==> config.mk <==
export PLATFORM = sky130hd
export DESIGN_NAME = spi_shifter
export DESIGN_NICKNAME = d
export VERILOG_FILES = /design/src/rtl/spi_shifter.sv
export SDC_FILE = /design/constraint.sdc
export NUM_CORES = 1
export LEC_CHECK = 0
export BUFFER_PORTS_ARGS = -buffer_cell sky130_fd_sc_hd__buf_2
export CORE_MARGIN = 4
export CORE_UTILIZATION = 45
export CTS_CLUSTER_DIAMETER = 80
export DETAILED_ROUTE_END_ITERATION = 10
export GPL_TIMING_DRIVEN = 1
export PLACE_DENSITY = 0.66
export SLEW_MARGIN = 10
export SYNTH_ARGS = -nofsm -noshare
export SYNTH_HDL_FRONTEND = slang
export SYNTH_SLANG_ARGS = --single-unit
==> constraint.sdc <==
create_clock -name clk -period 1.78 [get_ports clk]
set_input_delay 0.356 -clock clk [delete_from_list [all_inputs] [get_ports clk]]
set_output_delay 0.356 -clock clk [all_outputs]
set_load 0.1 [all_outputs]
==> src/rtl/spi_shifter.sv <==
// Byte-level SPI master, mode 0, MSB first. Pops one byte from the show-ahead TX FIFO,
// shifts it out on MOSI while capturing MISO, then optionally pushes the received byte.
module spi_shifter #(
    parameter int DIV_W = 8
) (
    input  logic             clk,
    input  logic             reset_n,
    input  logic             tx_empty,
    input  logic [7:0]       tx_q,
    output logic             tx_rdreq,
    input  logic             rx_full,
    output logic [7:0]       rx_data,
    output logic             rx_wrreq,
    input  logic             rx_enable,
    input  logic [DIV_W-1:0] div,
    output logic             busy,
    output logic             sclk,
    output logic             mosi,
    input  logic             miso
);

    typedef enum logic [1:0] {
        S_IDLE  = 2'd0,
        S_SHIFT = 2'd1,
        S_DONE  = 2'd2
    } state_e;

    state_e           state_q;
    logic [7:0]       sr_q;
    logic [DIV_W-1:0] div_q;
    logic [DIV_W-1:0] cnt_q;
    logic [3:0]       edge_q;
    logic             rx_en_q;
    logic             rx_bit_q;
    logic             sclk_q;
    logic             mosi_q;
    logic             busy_q;
    logic             rx_wrreq_q;
    logic             start;

    // The pop has to land in the same cycle the FIFO shows a byte, so it cannot be
    // registered; it is gated by reset so no byte is consumed while the FSM is held.
    assign start    = reset_n && (state_q == S_IDLE) && !tx_empty && (!rx_enable || !rx_full);
    assign tx_rdreq = start;

    assign rx_data  = sr_q;
    assign rx_wrreq = rx_wrreq_q;
    assign busy     = busy_q;
    assign sclk     = sclk_q;
    assign mosi     = mosi_q;

    // NOTE: every state register is assigned with <= so all of them update from the
    // same pre-edge values; a blocking assignment here would create ordering races.
    always_ff @(posedge clk or negedge reset_n) begin
        if (!reset_n) begin
            state_q    <= S_IDLE;
            sr_q       <= 8'h00;
            div_q      <= '0;
            cnt_q      <= '0;
            edge_q     <= 4'd0;
            rx_en_q    <= 1'b0;
            rx_bit_q   <= 1'b0;
            sclk_q     <= 1'b0;
            mosi_q     <= 1'b1;
            busy_q     <= 1'b0;
            rx_wrreq_q <= 1'b0;
        end else begin
            rx_wrreq_q <= 1'b0;
            case (state_q)
                S_IDLE: begin
                    if (start) begin
                        sr_q    <= tx_q;
                        div_q   <= div;
                        rx_en_q <= rx_enable;
                        cnt_q   <= div;
                        edge_q  <= 4'd0;
                        mosi_q  <= tx_q[7];
                        busy_q  <= 1'b1;
                        state_q <= S_SHIFT;
                    end
                end
                S_SHIFT: begin
                    if (cnt_q != '0) begin
                        cnt_q <= cnt_q - DIV_W'(1);
                    end else begin
                        cnt_q  <= div_q;
                        sclk_q <= !sclk_q;
                        edge_q <= edge_q + 4'd1;
                        if (!sclk_q) begin
                            rx_bit_q <= miso;
                        end else begin
                            sr_q <= {sr_q[6:0], rx_bit_q};
                            // Sixteenth toggle is the last falling edge of the byte.
                            if (edge_q == 4'd15) begin
                                mosi_q     <= 1'b1;
                                rx_wrreq_q <= rx_en_q;
                                state_q    <= S_DONE;
                            end else begin
                                mosi_q <= sr_q[6];
                            end
                        end
                    end
                end
                S_DONE: begin
                    busy_q  <= 1'b0;
                    state_q <= S_IDLE;
                end
                default: begin
                    state_q <= S_IDLE;
                end
            endcase
        end
    end

endmodule

==> tab_implementation.tex <==
\begin{tabular}{lr}
\hline
Metric & Value \\
\hline
\multicolumn{2}{l}{\textbf{Die}} \\
\quad Rows & 23 \\
\quad Total die area & 5280 um2 \\
\quad Die Ht & 72.67 um \\
\quad Initial Utilization & 0.4671 \\
\quad Number of top-level pins & 35 \\
\quad Core area & 4029 um2 \\
\quad Die X & 72.67 um \\
\multicolumn{2}{l}{\textbf{Place}} \\
\quad Post-detail-place hpwl & 3.170 mm \\
\quad Worst setup slack after placement & -0.1641 ns \\
\quad Port Buf Inserts & 34 \\
\quad Dpl cell area & 2252 um2 \\
\quad Routability congestion estimate from global placement & 0.7600 \\
\multicolumn{2}{l}{\textbf{Clocking}} \\
\quad Clk\_lat worst skew & 0.29 ns \\
\quad Clk sink count & 36 \\
\quad Clock root buffer & sky130\_fd\_sc\_hd\_\_clkbuf\_8 \\
\quad Number of buffers created by CTS & 5 \\
\quad \# H-tree levels & 2 \\
\quad Maximum buffer depth of the clock tree & 2 \\
\quad Hold\_buf cts & 0 \\
\quad TritonCTS clock tree & yes \\
\quad Clk slew on worst S/H paths & about 0.070 ns \\
\multicolumn{2}{l}{\textbf{Worst setup path}} \\
\quad Top delay family on crit path & flip-flops \\
\quad Crit. End Element & output port \\
\quad Crit Path Max Fanout & 3 \\
\quad Category of the worst setup path launch point & flip-flop \\
\quad Critical-path top delay cell & sky130\_fd\_sc\_hd\_\_dfrtp\_1 \\
\quad Critical path data arrival time & about 1.4 ns \\
\quad Number of buffers and inverters on the critical path & 2 \\
\quad Worst reg-to-reg setup slack & 0.06 ns \\
\quad Delay contributed by the slowest stage of the critical path & 0.41 ns \\
\quad Req. time, crit path & around 1.4 ns \\
\quad Critical Path, Cell by Cell & nor4b\_4 -> nand2\_1 -> inv\_2 -> buf\_12 \\
\quad Worst Setup Path Type & flip-flop to output port \\
\multicolumn{2}{l}{\textbf{Power}} \\
\quad PwrDens & $\sim$1100 nW/um2 \\
\quad Leakage dissipation & approximately 1.2 nW \\
\quad Maximum vdd ir drop & 0.5389 mV \\
\multicolumn{2}{l}{\textbf{STA}} \\
\quad Worst Max-Slew Pin Slew & around 0.49 ns \\
\quad Max-slew violation count & 0 \\
\quad Endpoints failing setup & 0 \\
\quad Post-Route Skew & roughly 0.0036 ns \\
\quad Final period utilization & 0.9766 \\
\quad Final-report hold violation count & 0 \\
\quad Fmax & 0.5752 GHz \\
\quad Max transition margin & 0.6755 \\
\quad Post-route worst hold slack & about 0.17 ns \\
\quad Worst-case setup margin in the final layout & 0.04162 ns \\
\quad Setup repair after global routing missed its margin & true \\
\quad Shortest clock period the worst path allows after layout & 1.738 ns \\
\multicolumn{2}{l}{\textbf{Final layout}} \\
\quad Area Overhead vs Synth & 28.46\% \\
\quad Number of nets in the finished design & around 290 \\
\quad Antenna cells & 0 \\
\quad Proportion of layout cells with a drive suffix above 1 & 0.3308 \\
\quad Final design area excluding fillers & 2417 um2 \\
\quad Core Util, Final & 0.6000 \\
\multicolumn{2}{l}{\textbf{Detailed routing}} \\
\quad Detailed-route wire length & 4.437 mm \\
\quad Count of vias placed by the detailed router & 1,602 \\
\quad Drt wl/cell & 14.31 um \\
\quad DRT antenna net count & 0 \\
\quad TritonRoute pass-1 iters & 5 \\
\quad First DRT Iteration DRCs & 95 \\
\quad Mean number of vias per cell & 5.168 \\
\quad Detailed-route DRC error count & 0 \\
\multicolumn{2}{l}{\textbf{Yosys}} \\
\quad Netlist Area Pre-Place & 1882 um2 \\
\quad Gate Count Post-Synth & around 210 \\
\quad Fraction of the yosys area taken by sequential cells & 0.4794 \\
\quad Number of warnings issued by yosys & 0 \\
\quad Post-Synthesis Mean Instance Area & 9.135 um2 \\
\quad Number of synthesized register bits & 36 \\
\quad Net count after synthesis & 231 \\
\quad Number of distinct standard cells referenced by the synthesized netlist & 41 \\
\multicolumn{2}{l}{\textbf{Global routing}} \\
\quad Initial antenna violation count & 0 \\
\quad Overflow left after global routing & 0 \\
\quad Global-route wire length before repair & 7.590 mm \\
\quad Total track usage & 0.1863 \\
\quad Largest net degree at the start of global routing & 37 \\
\quad Via count of the first global-routing pass & 1,595 \\
\multicolumn{2}{l}{\textbf{Run status}} \\
\quad Outcome & finished, final reports clean \\
\multicolumn{2}{l}{\textbf{Flow run}} \\
\quad Max\_cap viols & 0 \\
\multicolumn{2}{l}{\textbf{Worst hold path}} \\
\quad Class of the tightest hold or removal check & input port to async pin \\
\hline
\end{tabular}
-- repair_timing --
item                                    4_1_cts  5_1_grt
setup buffers                                 2        0
endpoints found under the setup margin       11       13
gates resized for setup                       2       16
pin swaps                                     3        0
-- metal layers --
metal	part of all wire	wire, um	global-route usage	vias up
li1	-	-	-	814
met1	0.48	2111	0.2474	750
met2	0.45	2009	0.2946	30
met3	0.053	235	0.04545	8
met4	0.018	81	0.06967	0
met5	0	0	0	-
-- cell usage after synthesis --
master / instances / area [um2]
sky130_fd_sc_hd__nand2_1: 58 / 217.7
sky130_fd_sc_hd__dfrtp_1: 35 / 875.8
sky130_fd_sc_hd__mux2_2: 11 / 123.9
sky130_fd_sc_hd__nor2_1: 11 / 41.29
sky130_fd_sc_hd__o21ai_0: 10 / 50.05
sky130_fd_sc_hd__a21oi_1: 9 / 45.04
sky130_fd_sc_hd__inv_1: 7 / 26.28
sky130_fd_sc_hd__clkbuf_1: 5 / 18.77
sky130_fd_sc_hd__o22ai_1: 5 / 31.28
sky130_fd_sc_hd__a31oi_1: 4 / 25.02
sky130_fd_sc_hd__and3_1: 4 / 25.02
sky130_fd_sc_hd__buf_2: 4 / 20.02
sky130_fd_sc_hd__nand3_1: 4 / 20.02
sky130_fd_sc_hd__a22oi_1: 3 / 22.52
sky130_fd_sc_hd__ha_1: 3 / 37.54
sky130_fd_sc_hd__nor3_1: 3 / 15.01
sky130_fd_sc_hd__xor2_1: 3 / 26.28
sky130_fd_sc_hd__a2bb2oi_1: 2 / 17.52
sky130_fd_sc_hd__a311oi_1: 2 / 17.52
sky130_fd_sc_hd__nand4_1: 2 / 12.51
sky130_fd_sc_hd__a21boi_0: 1 / 7.510
sky130_fd_sc_hd__a21o_1: 1 / 7.510
sky130_fd_sc_hd__a21oi_4: 1 / 16.27
sky130_fd_sc_hd__a221oi_1: 1 / 8.760
sky130_fd_sc_hd__and2_1: 1 / 6.260
sky130_fd_sc_hd__and3b_1: 1 / 8.760
sky130_fd_sc_hd__buf_1: 1 / 3.750
sky130_fd_sc_hd__dfstp_2: 1 / 26.28
sky130_fd_sc_hd__mux2i_1: 1 / 10.01
sky130_fd_sc_hd__nand2b_1: 1 / 6.260
sky130_fd_sc_hd__nand3_4: 1 / 17.52
sky130_fd_sc_hd__nor2b_1: 1 / 6.260
sky130_fd_sc_hd__nor3b_1: 1 / 7.510
sky130_fd_sc_hd__nor3b_2: 1 / 12.51
sky130_fd_sc_hd__nor4_4: 1 / 21.27
sky130_fd_sc_hd__nor4b_1: 1 / 8.760
sky130_fd_sc_hd__o21a_1: 1 / 7.510
sky130_fd_sc_hd__o31ai_1: 1 / 7.510
sky130_fd_sc_hd__or3_1: 1 / 6.260
sky130_fd_sc_hd__or4_1: 1 / 7.510
sky130_fd_sc_hd__xnor2_1: 1 / 8.760
-- where the power goes --
part / internal [W] / switching [W] / total [W]
logic: 0.000489 / 0.000564 / 0.00105
clock network: 0.000266 / 0.000276 / 0.000542
registers: 0.000974 / 0.000158 / 0.00113
total: 0.00173 / 0.000999 / 0.00273
-- metrics by stage --
stage,cells,TNS (ns),total power (W)
final,310,0,0.002729
after global routing,310,-0.04894,0.002924
after CTS,310,0,0.002708
after detailed placement,301,-1.679,0.002152
after global placement,301,-0.7587,0.002121
after floorplan,206,-0.09866,0.001820
-- layout make-up --
| cell class | instances | area, um2 |
|---|---|---|
| Clock buffer | 6 | 72.57 |
| Multi-Input combinational cell | 153 | 969.7 |
| Sequential cell | 36 | 903.4 |
| Fill cell | 361 | 1612 |
| Tap cell | 50 | 62.56 |
| Inverter | 7 | 26.28 |
| Clock inverter | 1 | 5.005 |
| Timing Repair Buffer | 57 | 377.9 |
-- worst paths after layout --
check / start / endpoint / depth (start not counted)
min in group clk: rx_enable / rx_en_q / 3
max in group asynchronous: reset_n / mosi / 2
max: state_q[0] / tx_rdreq / 4
min reg2reg: div_q[7] / div_q[7] / 2
max reg2reg: cnt_q[0] / rx_data[7] / 7
min: reset_n / div_q[6] / 2
-- worst reg2reg max path, delay by kind of cell (launching register included) --
family / cells / cell delay, ns
multiplexers: 1 / 0.30
adder cells (fa/ha/maj): 1 / 0.13
AND/OR/NAND/NOR: 2 / 0.38
AO/OA/AOI/OAI: 1 / 0.19
buffers and inverters: 2 / 0.21
flip-flops: 1 / 0.39
-- cell families (layout without fill, tap and decap cells) --
logic type	after synthesis	after routing	share of synthesized area
buffers and inverters	17	71	0.03657
DFF	36	36	0.4794
and+or+nand+nor	93	93	0.2341
muxes	12	12	0.07114
adders and majority gates	3	3	0.01995
AOI/OAI and AO/OA	41	41	0.1403
xor gates and xnor gates	4	4	0.01862
-- state kept, by name, indices dropped and copies added (netlist names) --
register,flops
mosi,1
busy,1
sclk,1
rx_wrreq,1
edge_q,4
rx_en_q,1
rx_bit_q,1
rx_data,8
state_q,2
div_q,8
cnt_q,8
-- layout by cell type, fill, tap and decap left out, types with 2 or more instances in the layout --
cell,n
sky130_fd_sc_hd__mux2_4,8
sky130_fd_sc_hd__mux2_2,3
sky130_fd_sc_hd__nand2_1,58
sky130_fd_sc_hd__buf_2,33
sky130_fd_sc_hd__a22oi_1,3
sky130_fd_sc_hd__a311oi_1,2
sky130_fd_sc_hd__a21oi_1,8
sky130_fd_sc_hd__nand4_1,2
sky130_fd_sc_hd__a2bb2oi_1,2
sky130_fd_sc_hd__buf_4,20
sky130_fd_sc_hd__buf_6,2
sky130_fd_sc_hd__nor2_1,11
sky130_fd_sc_hd__inv_1,4
sky130_fd_sc_hd__xor2_1,3
sky130_fd_sc_hd__a31oi_1,4
sky130_fd_sc_hd__and3_1,4
sky130_fd_sc_hd__o21ai_0,9
sky130_fd_sc_hd__ha_1,3
sky130_fd_sc_hd__clkbuf_8,5
sky130_fd_sc_hd__o22ai_1,5
sky130_fd_sc_hd__buf_12,2
sky130_fd_sc_hd__nand3_1,4
sky130_fd_sc_hd__nor3_1,3
sky130_fd_sc_hd__inv_2,3
sky130_fd_sc_hd__dfrtp_1,34
Note: power is estimated with default switching activity, not from simulation.
